<file path="src/rtl/free_list_pkg.sv">
// free_list_pkg: shared core sizing (N_WAY and CDB_BITS macros plus register counts) and a
// modular pointer helper for the rename free list.
`ifndef N_WAY
`define N_WAY 3
`endif
`ifndef CDB_BITS
`define CDB_BITS 6
`endif

package free_list_pkg;

    localparam int N_WAY      = `N_WAY;
    localparam int N_PHYS_REG = 64;
    localparam int N_ARCH_REG = 32;
    localparam int CDB_BITS   = `CDB_BITS;

    // Offsets never exceed the depth, so a single conditional subtract is a full modulo.
    function automatic int ptr_wrap(input int base, input int off, input int depth);
        int sum;
        sum = base + off;
        if (sum >= depth) begin
            sum = sum - depth;
        end
        return sum;
    endfunction

endpackage

</file>
<file path="src/rtl/free_list_if.sv">
// free_list_if: per-lane allocation and retirement bus between dispatch/ROB and the free list.
// fl_error exists only when FREE_LIST_ERR_EN is defined.
interface free_list_if #(
    parameter int N_WAY      = free_list_pkg::N_WAY,
    parameter int N_PHYS_REG = free_list_pkg::N_PHYS_REG
);
    localparam int TAG_W  = $clog2(N_PHYS_REG);
    localparam int LANE_W = $clog2(N_WAY) + 1;

    logic [N_WAY-1:0]             alloc_req;
    logic [N_WAY-1:0]             retire_valid;
    logic [N_WAY-1:0][TAG_W-1:0]  retire_told;
    logic [N_WAY-1:0][TAG_W-1:0]  free_tag;
    logic [N_WAY-1:0]             alloc_grant;
    logic [LANE_W-1:0]            free_num;
`ifdef FREE_LIST_ERR_EN
    logic                         fl_error;
`endif

    modport master (
        output alloc_req,
        output retire_valid,
        output retire_told,
        input  free_tag,
        input  alloc_grant,
        input  free_num
`ifdef FREE_LIST_ERR_EN
        , input fl_error
`endif
    );

    modport slave (
        input  alloc_req,
        input  retire_valid,
        input  retire_told,
        output free_tag,
        output alloc_grant,
        output free_num
`ifdef FREE_LIST_ERR_EN
        , output fl_error
`endif
    );

endinterface

</file>
<file path="src/rtl/free_list_lane_prefix_count.sv">
// lane_prefix_count: exclusive per-lane population count of a bit vector, plus the total.
module lane_prefix_count #(
    parameter int WIDTH = 3,
    parameter int CNT_W = $clog2(WIDTH) + 1
) (
    input  logic [WIDTH-1:0]            bits,
    output logic [WIDTH-1:0][CNT_W-1:0] prefix,
    output logic [CNT_W-1:0]            total
);

    always_comb begin
        total  = '0;
        prefix = '0;
        for (int i = 0; i < WIDTH; i++) begin
            prefix[i] = total;
            total     = total + CNT_W'(bits[i]);
        end
    end

endmodule

</file>
<file path="src/rtl/free_list.sv">
// free_list: circular FIFO of free physical tags with N_WAY-wide in-order allocation and retire append.
// Define FREE_LIST_ERR_EN to add the sticky fl_error output (overflow or out-of-range retire).
module free_list
    import free_list_pkg::ptr_wrap;
#(
    parameter int N_WAY      = free_list_pkg::N_WAY,
    parameter int N_PHYS_REG = free_list_pkg::N_PHYS_REG,
    parameter int N_ARCH_REG = free_list_pkg::N_ARCH_REG
) (
    input logic       clock,
    input logic       reset,
    free_list_if.slave fl
);

    localparam int D      = N_PHYS_REG - N_ARCH_REG;
    localparam int TAG_W  = $clog2(N_PHYS_REG);
    localparam int PTR_W  = (D > 1) ? $clog2(D) : 1;
    localparam int CNT_W  = $clog2(D) + 1;
    localparam int LANE_W = $clog2(N_WAY) + 1;

    logic [TAG_W-1:0]              fifo [D];
    logic [PTR_W-1:0]              head;
    logic [PTR_W-1:0]              tail;
    logic [CNT_W-1:0]              count;

    logic [N_WAY-1:0][LANE_W-1:0]  req_off;
    logic [N_WAY-1:0][LANE_W-1:0]  free_off;
    logic [LANE_W-1:0]             req_total;
    logic [LANE_W-1:0]             free_total;
    logic [N_WAY-1:0]              free_valid;
    logic [N_WAY-1:0]              grant;
    logic [N_WAY-1:0]              write_en;
    logic [N_WAY-1:0][PTR_W-1:0]   write_idx;
    logic [CNT_W-1:0]              n_grant;
    logic [CNT_W-1:0]              n_append;
    logic [CNT_W-1:0]              count_after_grant;

    // x0 is never renamed, so a retiring lane releasing it frees nothing.
    always_comb begin
        free_valid = '0;
        for (int i = 0; i < N_WAY; i++) begin
            free_valid[i] = fl.retire_valid[i] && (fl.retire_told[i] != '0);
        end
    end

    lane_prefix_count #(.WIDTH(N_WAY), .CNT_W(LANE_W)) u_req_prefix (
        .bits   (fl.alloc_req),
        .prefix (req_off),
        .total  (req_total)
    );

    lane_prefix_count #(.WIDTH(N_WAY), .CNT_W(LANE_W)) u_free_prefix (
        .bits   (free_valid),
        .prefix (free_off),
        .total  (free_total)
    );

    // Grants form an in-order prefix limited by the pre-edge count; appends fill only the
    // slots left free after this cycle's grants, dropping any excess.
    always_comb begin
        grant     = '0;
        n_grant   = '0;
        n_append  = '0;
        write_en  = '0;
        write_idx = '0;
        for (int i = 0; i < N_WAY; i++) begin
            grant[i] = fl.alloc_req[i] && (CNT_W'(req_off[i]) < count);
            if (grant[i]) begin
                n_grant = n_grant + CNT_W'(1);
            end
        end
        count_after_grant = count - n_grant;
        for (int i = 0; i < N_WAY; i++) begin
            write_idx[i] = PTR_W'(ptr_wrap(int'(tail), int'(free_off[i]), D));
            write_en[i]  = free_valid[i] && ((int'(count_after_grant) + int'(free_off[i])) < D);
            if (write_en[i]) begin
                n_append = n_append + CNT_W'(1);
            end
        end
    end

    always_comb begin
        fl.alloc_grant = grant;
        fl.free_tag    = '0;
        for (int i = 0; i < N_WAY; i++) begin
            fl.free_tag[i] = fifo[PTR_W'(ptr_wrap(int'(head), int'(req_off[i]), D))];
        end
        if (int'(count) >= N_WAY) begin
            fl.free_num = LANE_W'(N_WAY);
        end else begin
            fl.free_num = LANE_W'(count);
        end
    end

    always_ff @(posedge clock or posedge reset) begin
        if (reset) begin
            for (int k = 0; k < D; k++) begin
                fifo[k] <= TAG_W'(N_ARCH_REG + k);
            end
            head  <= '0;
            tail  <= '0;
            count <= CNT_W'(D);
        end else begin
            for (int i = 0; i < N_WAY; i++) begin
                if (write_en[i]) begin
                    fifo[write_idx[i]] <= fl.retire_told[i];
                end
            end
            head  <= PTR_W'(ptr_wrap(int'(head), int'(n_grant), D));
            tail  <= PTR_W'(ptr_wrap(int'(tail), int'(n_append), D));
            count <= count_after_grant + n_append;
        end
    end

`ifdef FREE_LIST_ERR_EN
    logic overflow;
    logic bad_tag;

    always_comb begin
        overflow = 1'b0;
        bad_tag  = 1'b0;
        for (int i = 0; i < N_WAY; i++) begin
            if (free_valid[i] && !write_en[i]) begin
                overflow = 1'b1;
            end
            if (fl.retire_valid[i] && (int'(fl.retire_told[i]) >= N_PHYS_REG)) begin
                bad_tag = 1'b1;
            end
        end
    end

    always_ff @(posedge clock or posedge reset) begin
        if (reset) begin
            fl.fl_error <= 1'b0;
        end else if (overflow || bad_tag) begin
            fl.fl_error <= 1'b1;
        end
    end
`endif

endmodule

</file>
<file path="src/flat_wrapper.sv">
// flat-port wrapper written by rule: the top's interface ports become plain ports
module free_list_flat import free_list_pkg::ptr_wrap;
#(
    parameter int N_WAY      = free_list_pkg::N_WAY,
    parameter int N_PHYS_REG = free_list_pkg::N_PHYS_REG,
    parameter int N_ARCH_REG = free_list_pkg::N_ARCH_REG
)
  (clock, reset, fl_alloc_req, fl_retire_valid, fl_retire_told, fl_free_tag, fl_alloc_grant, fl_free_num);
  free_list_if #(.N_WAY(N_WAY), .N_PHYS_REG(N_PHYS_REG)) fl_i ();
  input logic clock;
  input logic reset;
  input wire logic [$bits(fl_i.alloc_req)-1:0] fl_alloc_req;
  input wire logic [$bits(fl_i.retire_valid)-1:0] fl_retire_valid;
  input wire logic [$bits(fl_i.retire_told)-1:0] fl_retire_told;
  output wire logic [$bits(fl_i.free_tag)-1:0] fl_free_tag;
  output wire logic [$bits(fl_i.alloc_grant)-1:0] fl_alloc_grant;
  output wire logic [$bits(fl_i.free_num)-1:0] fl_free_num;
  assign fl_i.alloc_req = fl_alloc_req;
  assign fl_i.retire_valid = fl_retire_valid;
  assign fl_i.retire_told = fl_retire_told;
  assign fl_free_tag = fl_i.free_tag;
  assign fl_alloc_grant = fl_i.alloc_grant;
  assign fl_free_num = fl_i.free_num;
  free_list #(.N_WAY(N_WAY), .N_PHYS_REG(N_PHYS_REG), .N_ARCH_REG(N_ARCH_REG)) u_core (.clock(clock), .reset(reset), .fl(fl_i));
endmodule
</file>
<file path="config.mk">
export PLATFORM = sky130hd
export DESIGN_NAME = free_list_flat
export DESIGN_NICKNAME = d
export VERILOG_FILES = /design/src/rtl/free_list_pkg.sv /design/src/rtl/free_list_if.sv /design/src/rtl/free_list_lane_prefix_count.sv /design/src/rtl/free_list.sv /design/src/flat_wrapper.sv
export SDC_FILE = /design/constraint.sdc
export NUM_CORES = 1
export LEC_CHECK = 0
export CAP_MARGIN = 20
export CORE_ASPECT_RATIO = 1.4
export CORE_MARGIN = 4
export CORE_UTILIZATION = 45
export DETAILED_ROUTE_END_ITERATION = 8
export REMOVE_ABC_BUFFERS = 1
export SETUP_SLACK_MARGIN = 0.2
export SYNTH_ARGS = -nofsm -noshare
export SYNTH_HDL_FRONTEND = slang
export SYNTH_SLANG_ARGS = --single-unit
export TNS_END_PERCENT = 100
</file>
<file path="constraint.sdc">
create_clock -name clock -period 14.12 [get_ports clock]
set_input_delay 2.118 -clock clock [delete_from_list [all_inputs] [get_ports clock]]
set_output_delay 2.118 -clock clock [all_outputs]
set_load 0.01 [all_outputs]
</file>
==> results.cfg, run 1 <==
[floorplanning]
die_h_um = 255
die_area_mm2 = 0.0472
core_area_mm2 = 0.0431
num_rows = 90
die_width_um = 185
ios = 50
start_util = 0.456

[detailed_routing]
first_iter_violations = 2783
drt_pre_antenna_iters = 8
route.vias.total = 20200
avgRoutedWirePerCell_um = 34.2
wl_um = 90300
via_per_inst = 7.64
drtAntennaViolNets = 0
drc_errors = 0

[critical_path]
cp-end-kind = output port
critPathRequiredTime_ns = 12.00
cp-start-kind = primary input
reg2reg_to = u_core.tail[4]$_DFF_PP0_
crit_type = in2out
crit_fanout = 41
r2r_slack_ns = 8.29
arrival_ns = 6.58
r2r.worst_path.cells = 19
rr_startpoint = u_core.count[4]$_DFF_PP0_

[final_layout]
multiInputGateArea_mm2 = 0.0134
drive_above_1_share = 0.233
nNetsFinal = 2122
n_fill_cell = 4016
syn2layout_area_growth_pct = 9.88
postLayoutCoreUtil = 0.501
seqCellArea_mm2 = 0.00535

[cts]
numCtsBuffers = 26
clockRootBuffer = clkbuf_16
cts_htree_levels = 1
cts.sinks = 208
cts_setup_buffers = 0
holdBufCountCts = 0
clockBufferDepth = 3
cts_tree = yes
cts-resized-gates = 0
cts.clk_slew.worst_paths_ns = 0.06
insertion_delay_ns = 0.58

[placement]
routabilityCongestion = 1.05
portBuffers = 48
hpwlAfterDp_um = 60800

[global_routing]
grt_start_max_net_pins = 202
gr-usage-all-layers = 0.373
antenna_found_initial = 4
grt_pass1_vias = 19600
grt_pass1_wl_um = 133000
overflow = 0

[power_and_ir_drop]
p_sw_frac = 0.506
pwr-share-seq = 0.225
vdd_drop_max_mv = 0.388
p_leak_nw = 7.77
cellPowerDensity_mw_per_mm2 = 305
power.share.clock = 0.109
p_switching_mw = 3.34
comb_power_share = 0.666
cellInternalPower_mw = 3.25

[synth]
async_flop_share = 1.00
yosys.area.top_type_share = 0.164
yosys_warnings = 0
seq_area_frac_synth = 0.272
syn-cell-area_mm2 = 0.0197
synth_cell_types = 86
syn-mean-instance-area_um2 = 9.13
synth_top_cell_by_area = mux4_2
synth.most_common_cell = nand2_1
ys_ff_latch = 208
synth_edf_count = 0
synth_cells = 2155
netlist_top_cells_area = mux4_2 16%, dfstp_2 15%, dfrtp_1 12%
synthTopCellsByCount = 198 x nand2_1, 161 x clkbuf_1, 151 x a21oi_1, 143 x mux4_2, 132 x nor2_1
synth_ff_type = dfstp_2

[worst_hold_path]
whs_endpoint = u_core.fifo[35]$_DFF_PP1_
hp-start = u_core.fifo[35]$_DFF_PP1_
hp-class = reg2reg
hold_depth = 2

[timing]
max_freq_mhz = 115
rsz0062_at_grt = false
drv_slew = 0
fin_skew_ns = 0.0270
hold_viol_final = 0
period_needed_ns = 8.70
relSlewSlack = 0.179
setup_tns_ns = 0
finalSetupViolCount = 0
worst_pin_slew_ns = 1.22
period_share = 0.616

[run_status]
status = finished clean

[run]
drv_cap = 0
[sequential cells by signal, summed over array words and instances (netlist names)]
name	flops
u_core.fifo	192
u_core.count	6
u_core.head	5
u_core.tail	5
[routing by layer]
| layer | vias to the layer above | routed length [um] | track usage |
|---|---|---|---|
| met2 | 1486 | 40400 | 0.566 |
| met5 | - | 11 | 0 |
| li1 | 8324 | - | - |
| met4 | 2 | 6690 | 0.215 |
| met3 | 347 | 10200 | 0.0972 |
| met1 | 10000 | 32900 | 0.480 |
[placed cells by master, fill, tap and decap left out, types with 50 or more instances in the layout]
cell type / Yosys / layout
o31ai_1: 105 / 105
o21ai_0: 72 / 71
nor3_1: 107 / 107
nand2_1: 198 / 198
o22ai_1: 59 / 59
nor2_1: 132 / 132
a22o_1: 86 / 86
buf_4: 11 / 69
a21oi_1: 151 / 150
and3_1: 71 / 71
mux4_2: 143 / 143
dfstp_2: 113 / 113
dfrtp_1: 95 / 92
a211oi_1: 50 / 50
nand3_1: 65 / 65
[cell families after synthesis]
group / synth area share
mux: 0.186
fa+ha+maj: 0.0223
simple gates: 0.166
other cells: 0.000191
xor+xnor: 0.0111
buf+inv: 0.0587
compound gates: 0.283
flops: 0.272
[how the worst max path moves through the flow]
stage,start,endpoint,slack (ns),cells after the start
floorplan,fl_alloc_req[0],u_core.fifo[79]$_DFF_PP1_,0.008,14
global placement,fl_alloc_req[0],fl_free_tag[16],5.59,14
detailed placement,fl_alloc_req[0],fl_free_tag[16],5.54,14
CTS,fl_alloc_req[0],fl_free_tag[16],5.51,14
global route,fl_alloc_req[0],fl_free_tag[16],5.22,14
finish,fl_alloc_req[0],fl_free_tag[16],5.42,14
[worst max-delay path: stages]
cell and delay, ns:
clkdlybuf4s50_1 0.53, ha_1 0.30, xnor2_1 0.26, inv_1 0.09, ha_1 0.26, a21oi_2 0.12
buf_4 0.33, xnor2_2 0.15, buf_4 0.46, mux4_2 0.39, and2_1 0.16, a2111oi_0 0.61
a311oi_1 0.23, clkdlybuf4s50_1 0.56
[metrics by stage]
step                instances  setup WS, ns  instance area, um2  hold slack (ns)  power [mW]
floorplan                1906       0.00805               18600            0.594        4.02
global placement         2566          5.59               20500            0.655        5.62
detailed placement       2570          5.54               20500            0.657        5.67
CTS                      2618          5.51               21400            0.677        6.41
global route             2637          5.22               21600            0.714        6.83
finish                   2641          5.42               21600            0.675        6.59
[final cells by class]
class	instances	share of cell area
Inverter	26	0.00486
Sequential cell	208	0.248
Clock inverter	9	0.00567
Antenna cell	5	0.000579
Multi-Input combinational cell	1672	0.622
Clock buffer	39	0.0347
Timing Repair Buffer	130	0.0526
Tap cell	552	0.0320
[power by group through the flow]
| stage | Sequential [mW] | Combinational (mW) | Clock [mW] |
|---|---|---|---|
| 5_1_grt | 1.49 | 4.60 | 0.742 |
| 3_3_place_gp | 1.44 | 4.18 | 0 |
| 4_1_cts | 1.44 | 4.25 | 0.719 |
| 2_1_floorplan | 1.30 | 2.72 | 0 |
| 3_5_place_dp | 1.44 | 4.23 | 0 |
| 6_report | 1.49 | 4.39 | 0.716 |
No activity file was read; power rests on OpenSTA's default activity.
==> inputs of run 2 (changes only) <==
- clock period: 14.12 -> 7 ns (I/O delays scaled with it)
==> run 2 against run 1 <==
Against the previous run: clock skew shrank 0.0095 ns; register-to-register slack lost 6.7 ns; first-iteration DRC count grew 5.6%; final cell count grew 0.87%; critical path type unchanged; core utilization grew 0.46 points; non-clock buffer count grew 29; power grew 110%.
==> results.cfg, run 2 (synthesis gave the netlist of run 1 again) <==
[final_layout]
n_fill_cell = 4009
nNetsFinal = 2150
seqCellArea_mm2 = 0.00535
multiInputGateArea_mm2 = 0.0134
drive_above_1_share = 0.245
largest_reg_flops = 192
final_common_cell = nand2_1
reg_top3 = u_core.fifo: 192 flops, u_core.count: 6 flops
syn2layout_area_growth_pct = 10.9
final_cells = 2664
most-common-layout-cells = 198 x nand2_1, 150 x a21oi_1, 143 x mux4_2
regMostFlops = u_core.fifo
finish.instance_area_mm2 = 0.0218

[worst_hold_path]
hp-start = u_core.fifo[47]$_DFF_PP1_
hp-class = reg2reg

[timing]
finalSetupViolCount = 0
hold_viol_final = 0
period_needed_ns = 6.47
period_share = 0.925
fin_skew_ns = 0.0175
worst_pin_slew_ns = 1.29
rsz0062_at_grt = false
max_freq_mhz = 155
relSlewSlack = 0.141
drv_slew = 0

[power_and_ir_drop]
cellInternalPower_mw = 6.68
pwr-share-seq = 0.228
p_sw_frac = 0.507
cellPowerDensity_mw_per_mm2 = 621
vdd_drop_max_mv = 0.495
comb_power_share = 0.669
power.share.clock = 0.104
p_leak_nw = 7.92
p_total_mw = 13.5
p_switching_mw = 6.87

[critical_path]
arrival_ns = 5.42
crit_type = in2out
cp-end-kind = output port
cp_slowest_cell = clkdlybuf4s50_1
rr_startpoint = u_core.count[4]$_DFF_PP0_
critPathRequiredTime_ns = 5.95
crit_fanout = 34
startpoint = fl_alloc_req[0]
worst_path_largest_cell_delay_ns = 0.67
path_cells = clkdlybuf4s50_1, ha_1, ha_2, ha_1, a21oi_2, xnor2_2, buf_4, o221ai_1, a32oi_1, a221oi_1, a311oi_1, clkdlybuf4s50_1
cp-start-kind = primary input

[run]
drv_cap = 0

[cts]
cts_htree_levels = 1
numCtsBuffers = 25
clockBufferDepth = 3
holdBufCountCts = 0
cts.clk_slew.worst_paths_ns = 0.06
cts.sinks = 208
cts-resized-gates = 0
insertion_delay_ns = 0.56
clockRootBuffer = clkbuf_16
cts_setup_buffers = 0
cts_tree = yes

[global_routing]
grt_pass1_vias = 19300
use_met3 = 0.104
antenna_found_initial = 4
grt.busiest_layer = met2
grt_use_met2 = 0.566
grtUsageMet1 = 0.490
grt_start_max_net_pins = 114
grt_pass1_wl_um = 134000
gr-usage-all-layers = 0.382
overflow = 0

[detailed_routing]
first_iter_violations = 2939
wl_um = 92900
drc_errors = 0
route.vias.total = 20300
drt_pre_antenna_iters = 6
avgRoutedWirePerCell_um = 34.9
via_per_inst = 7.61
drtAntennaViolNets = 0

[run_status]
status = finished clean

[floorplanning]
num_rows = 90
ios = 50
die_h_um = 255
core_area_mm2 = 0.0431
die_width_um = 185
die_area_mm2 = 0.0472
start_util = 0.456

[placement]
place_area_mm2 = 0.0209
dp_cells = 2609
hpwlAfterDp_um = 64400
routabilityCongestion = 1.13
portBuffers = 48
[run 2: cell count changes in the layout (fill, tap and decap cells not counted), moves of 2 or more]
| cell | change |
|---|---|
| clkbuf_4 | -3 |
| clkbuf_16 | -2 |
| clkbuf_8 | +3 |
| buf_4 | +32 |
| diode_2 | -3 |
| clkbuf_1 | -6 |
| buf_12 | +2 |
| buf_8 | -4 |
| clkinv_4 | +2 |
[run 2: metal layers]
| metal | vias up | share of wire | wire [um] |
|---|---|---|---|
| met5 | - | 0.00036 | 33 |
| met4 | 4 | 0.082 | 7660 |
| met3 | 374 | 0.12 | 11500 |
| met2 | 1592 | 0.44 | 40600 |
| met1 | 9905 | 0.36 | 33100 |
| li1 | 8401 | - | - |
[run 2: critical path: cells and delay by family]
| kind | cells | cell delay [ns] |
|---|---|---|
| adders and majority gates | 3 | 0.76 |
| buffers and inverters | 3 | 1.72 |
| AOI/OAI and AO/OA | 5 | 1.29 |
| xor gates and xnor gates | 1 | 0.57 |
[run 2: worst paths after layout]
check / endpoint / slack, ns / depth (start not counted)
min in group asynchronous: u_core.fifo[30]$_DFF_PP0_ / 1.06 / 2
setup reg to reg: u_core.count[5]$_DFF_PP1_ / 1.58 / 17
hold reg to reg: u_core.fifo[47]$_DFF_PP1_ / 0.69 / 3
hold / removal: u_core.fifo[47]$_DFF_PP1_ / 0.69 / 3
max in group asynchronous: u_core.fifo[128]$_DFF_PP0_ / 4.76 / 3
setup / recovery: fl_free_tag[16] / 0.53 / 12
[run 2: per-stage QoR]
step	worst slack (ns)	utilization	hold WS [ns]	setup TNS (ns)
global placement	0.664	0.484	0.649	0
CTS	0.761	0.504	0.681	0
global route	0.515	0.506	0.713	0
floorplan	-6.04	-	0.594	-1162.56
finish	0.528	0.506	0.687	0
detailed placement	0.483	0.484	0.671	0
[run 2: power by group through the flow]
stage | clock [mW] | combinational (mW) | sequential [mW]
2_1_floorplan | 0 | 5.42 | 2.61
3_3_place_gp | 0 | 8.62 | 2.98
3_5_place_dp | 0 | 8.69 | 3.00
4_1_cts | 1.41 | 8.73 | 2.99
5_1_grt | 1.46 | 9.39 | 3.11
6_report | 1.41 | 9.05 | 3.08
[run 2: area by class of cell]
cell class	instances	area share
Antenna cell	2	0.000229
Tap cell	552	0.0317
Clock inverter	11	0.00631
Inverter	26	0.00482
Sequential cell	208	0.245
Multi-Input combinational cell	1672	0.616
Timing Repair Buffer	159	0.0626
Clock buffer	34	0.0330
==> patch (config.mk and constraints of run 2) <==
Set the macro `N_WAY` to 2 (it was 3).
--- a/src/rtl/free_list_pkg.sv
+++ b/src/rtl/free_list_pkg.sv
@@ -1,7 +1,7 @@
 // free_list_pkg: shared core sizing (N_WAY and CDB_BITS macros plus register counts) and a
 // modular pointer helper for the rename free list.
 `ifndef N_WAY
-`define N_WAY 3
+`define N_WAY 2
 `endif
 `ifndef CDB_BITS
 `define CDB_BITS 6
Interface: changed (6 resized); port bits go from 50 to 34. The function was not compared with the original's and may differ.
==> patch against run 2 <==
- power fell by 38%
- worst setup slack improved by 1.1 ns
- synthesized area fell by 28%
- sequential cell count did not move
- non-clock buffer count fell by 98
- clock skew fell by 0.0083 ns
- design area fell by 28%
- routed wire length fell by 52%
- via count fell by 52%
==> patch: results (changes against run 2) <==
* Setup repair bufs after CTS at 0 (unchanged)
* Clock Skews at 0.00923 ns (was 0.0175 ns)
* H-tree levels at 1 (unchanged)
* Max Used Layer: met4 (was met5)
* DRT Pass-1 Iters at 5 (was 6)
* Worst skew pair latency at 0.53 ns (was 0.56 ns)
* Share of layout cells above drive strength 1 at 58.0% (was 24.5%)
* Pre-CTS WS at 1.44 ns (was 0.483 ns)
* Sequential area share after synthesis at 37.5% (was 27.2%)
* Synth top area share at 30.2% (was 16.4%)
* Global Route Usage Sum at 26.3% (was 38.2%)
* Metal2 WL at 22800 µm (was 40600 µm)
* Antenna Diode Count at 0 (was 2)
* Die Span X at 158 µm (was 185 µm)
* Global-route wire length before repair at 68100 µm (was 134000 µm)
* Top Registers: u_core.fifo x192, u_core.count x6 (unchanged)
* Internal power consumption at 0.00512 W (was 0.00668 W)
* Total number of vias at 9770 (was 20300)
* DR iter-0 viols at 748 (was 2939)
* Met2 usage at 45.1% (was 56.6%)
* # fillers at 2750 (was 4009)
* Combinational group share of total power at 53.6% (was 66.9%)
* FFs w/ async S/R, synth at 100% (unchanged)
* Status: completed (unchanged)
* GR Util met1 at 34.9% (was 49.0%)
* Cts bufs inserted at 24 (was 25)
* Met3 WL post-DR at 2040 µm (was 11500 µm)
* Relative slew margins at 17.8% (was 14.1%)
* IO buf count at 33 (was 48)
* Clock Path Buffers at 3 (unchanged)
* Critical Path Fanout Max at 17 (was 34)
* Synth cell types at 47 (was 86)
* Largest net degree at the start of global routing at 120 (was 114)
* Leak Pwr at 6.39 nW (was 7.92 nW)
* Seq group at 0.00257 W (was 0.00308 W)
* CP max stage cell: ha_2 (was clkdlybuf4s50_1)
* Final net count at 1156 (was 2150)
* Detail Placement HPWL at 29400 µm (was 64400 µm)
* Area contributors post-synth: mux2_2 (30%), dfstp_2 (21%), dfrtp_1 (17%) (was mux4_2 (16%), dfstp_2 (15%), dfrtp_1 (12%))
* Hold Violations, Final at 0 (unchanged)
* M1 wire length at 18300 µm (was 33100 µm)
* Vias in the first global route at 10200 (was 19300)
* Met3 Use GR at 3.15% (was 10.4%)
* GPL Wtd Cong at 0.927 (was 1.13)
* Initial antenna violation count at 0 (was 4)
* Syn. warnings at 0 (unchanged)
* VDD IR max at 342 µV (was 495 µV)
* Worst Path Arrival at 4.33 ns (was 5.42 ns)
* Most common library cells after synthesis: mux2_2 (382), dfstp_2 (113), dfrtp_1 (95), mux4_2 (90), nand2_1 (73) (was nand2_1 (198), clkbuf_1 (161), a21oi_1 (151), mux4_2 (143), nor2_1 (132))
* Final wirelength at 44600 µm (was 92900 µm)
==> patch: cell count changes after synthesis, sizes merged, moves of 62 or more <==
cell    delta
nand2    -125
nor2      -94
o21ai     -64
mux2     +368
clkbuf    -94
and3      -62
nor3      -99
a22o      -85
a21oi    -147
o31ai    -107
buf       -68
==> patch: final timing paths <==
check,from,endpoint,slack [ns],cells past startpoint
min in group asynchronous,reset,u_core.fifo[61],1.01,2
max in group asynchronous,reset,u_core.fifo[189],4.85,3
min,u_core.tail[0],u_core.tail[0],0.62,1
max reg2reg,u_core.count[2],u_core.fifo[100],1.72,13
max,fl_alloc_req[0],fl_free_tag[11],1.62,9
min reg2reg,u_core.tail[0],u_core.tail[0],0.62,1
==> patch: cell families (layout without fill, tap and decap cells) <==
kind of cell / after synthesis / after routing / synth area share [%]
simple gates: 212 / 212 / 7.08
xor+xnor: 24 / 24 / 1.47
flops: 208 / 208 / 37.5
fa+ha+maj: 17 / 17 / 1.60
compound gates: 54 / 54 / 2.56
mux: 510 / 510 / 47.1
buf+inv: 96 / 113 / 2.66
==> patch: final cells by class <==
type | count | area, µm² | share of cell area (%)
clock buffer | 38 | 724 | 4.58
tap | 390 | 488 | 3.09
sequential | 208 | 5350 | 33.9
clock inverter | 5 | 78.8 | 0.499
multi-input combinational | 817 | 8560 | 54.2
inverter | 9 | 41.3 | 0.261
timing repair buffer | 61 | 561 | 3.55
==> patch: metrics by stage <==
stage	hold WS, ns	utilization, %	cell area, µm²	instances	power [W]
2_1_floorplan	0.555	-	13900	1034	0.00548
3_3_place_gp	0.596	48.3	15000	1484	0.00693
3_5_place_dp	0.597	48.3	15000	1484	0.00702
4_1_cts	0.622	50.9	15800	1527	0.00836
5_1_grt	0.655	51.0	15800	1528	0.00879
6_report	0.622	51.0	15800	1528	0.00836
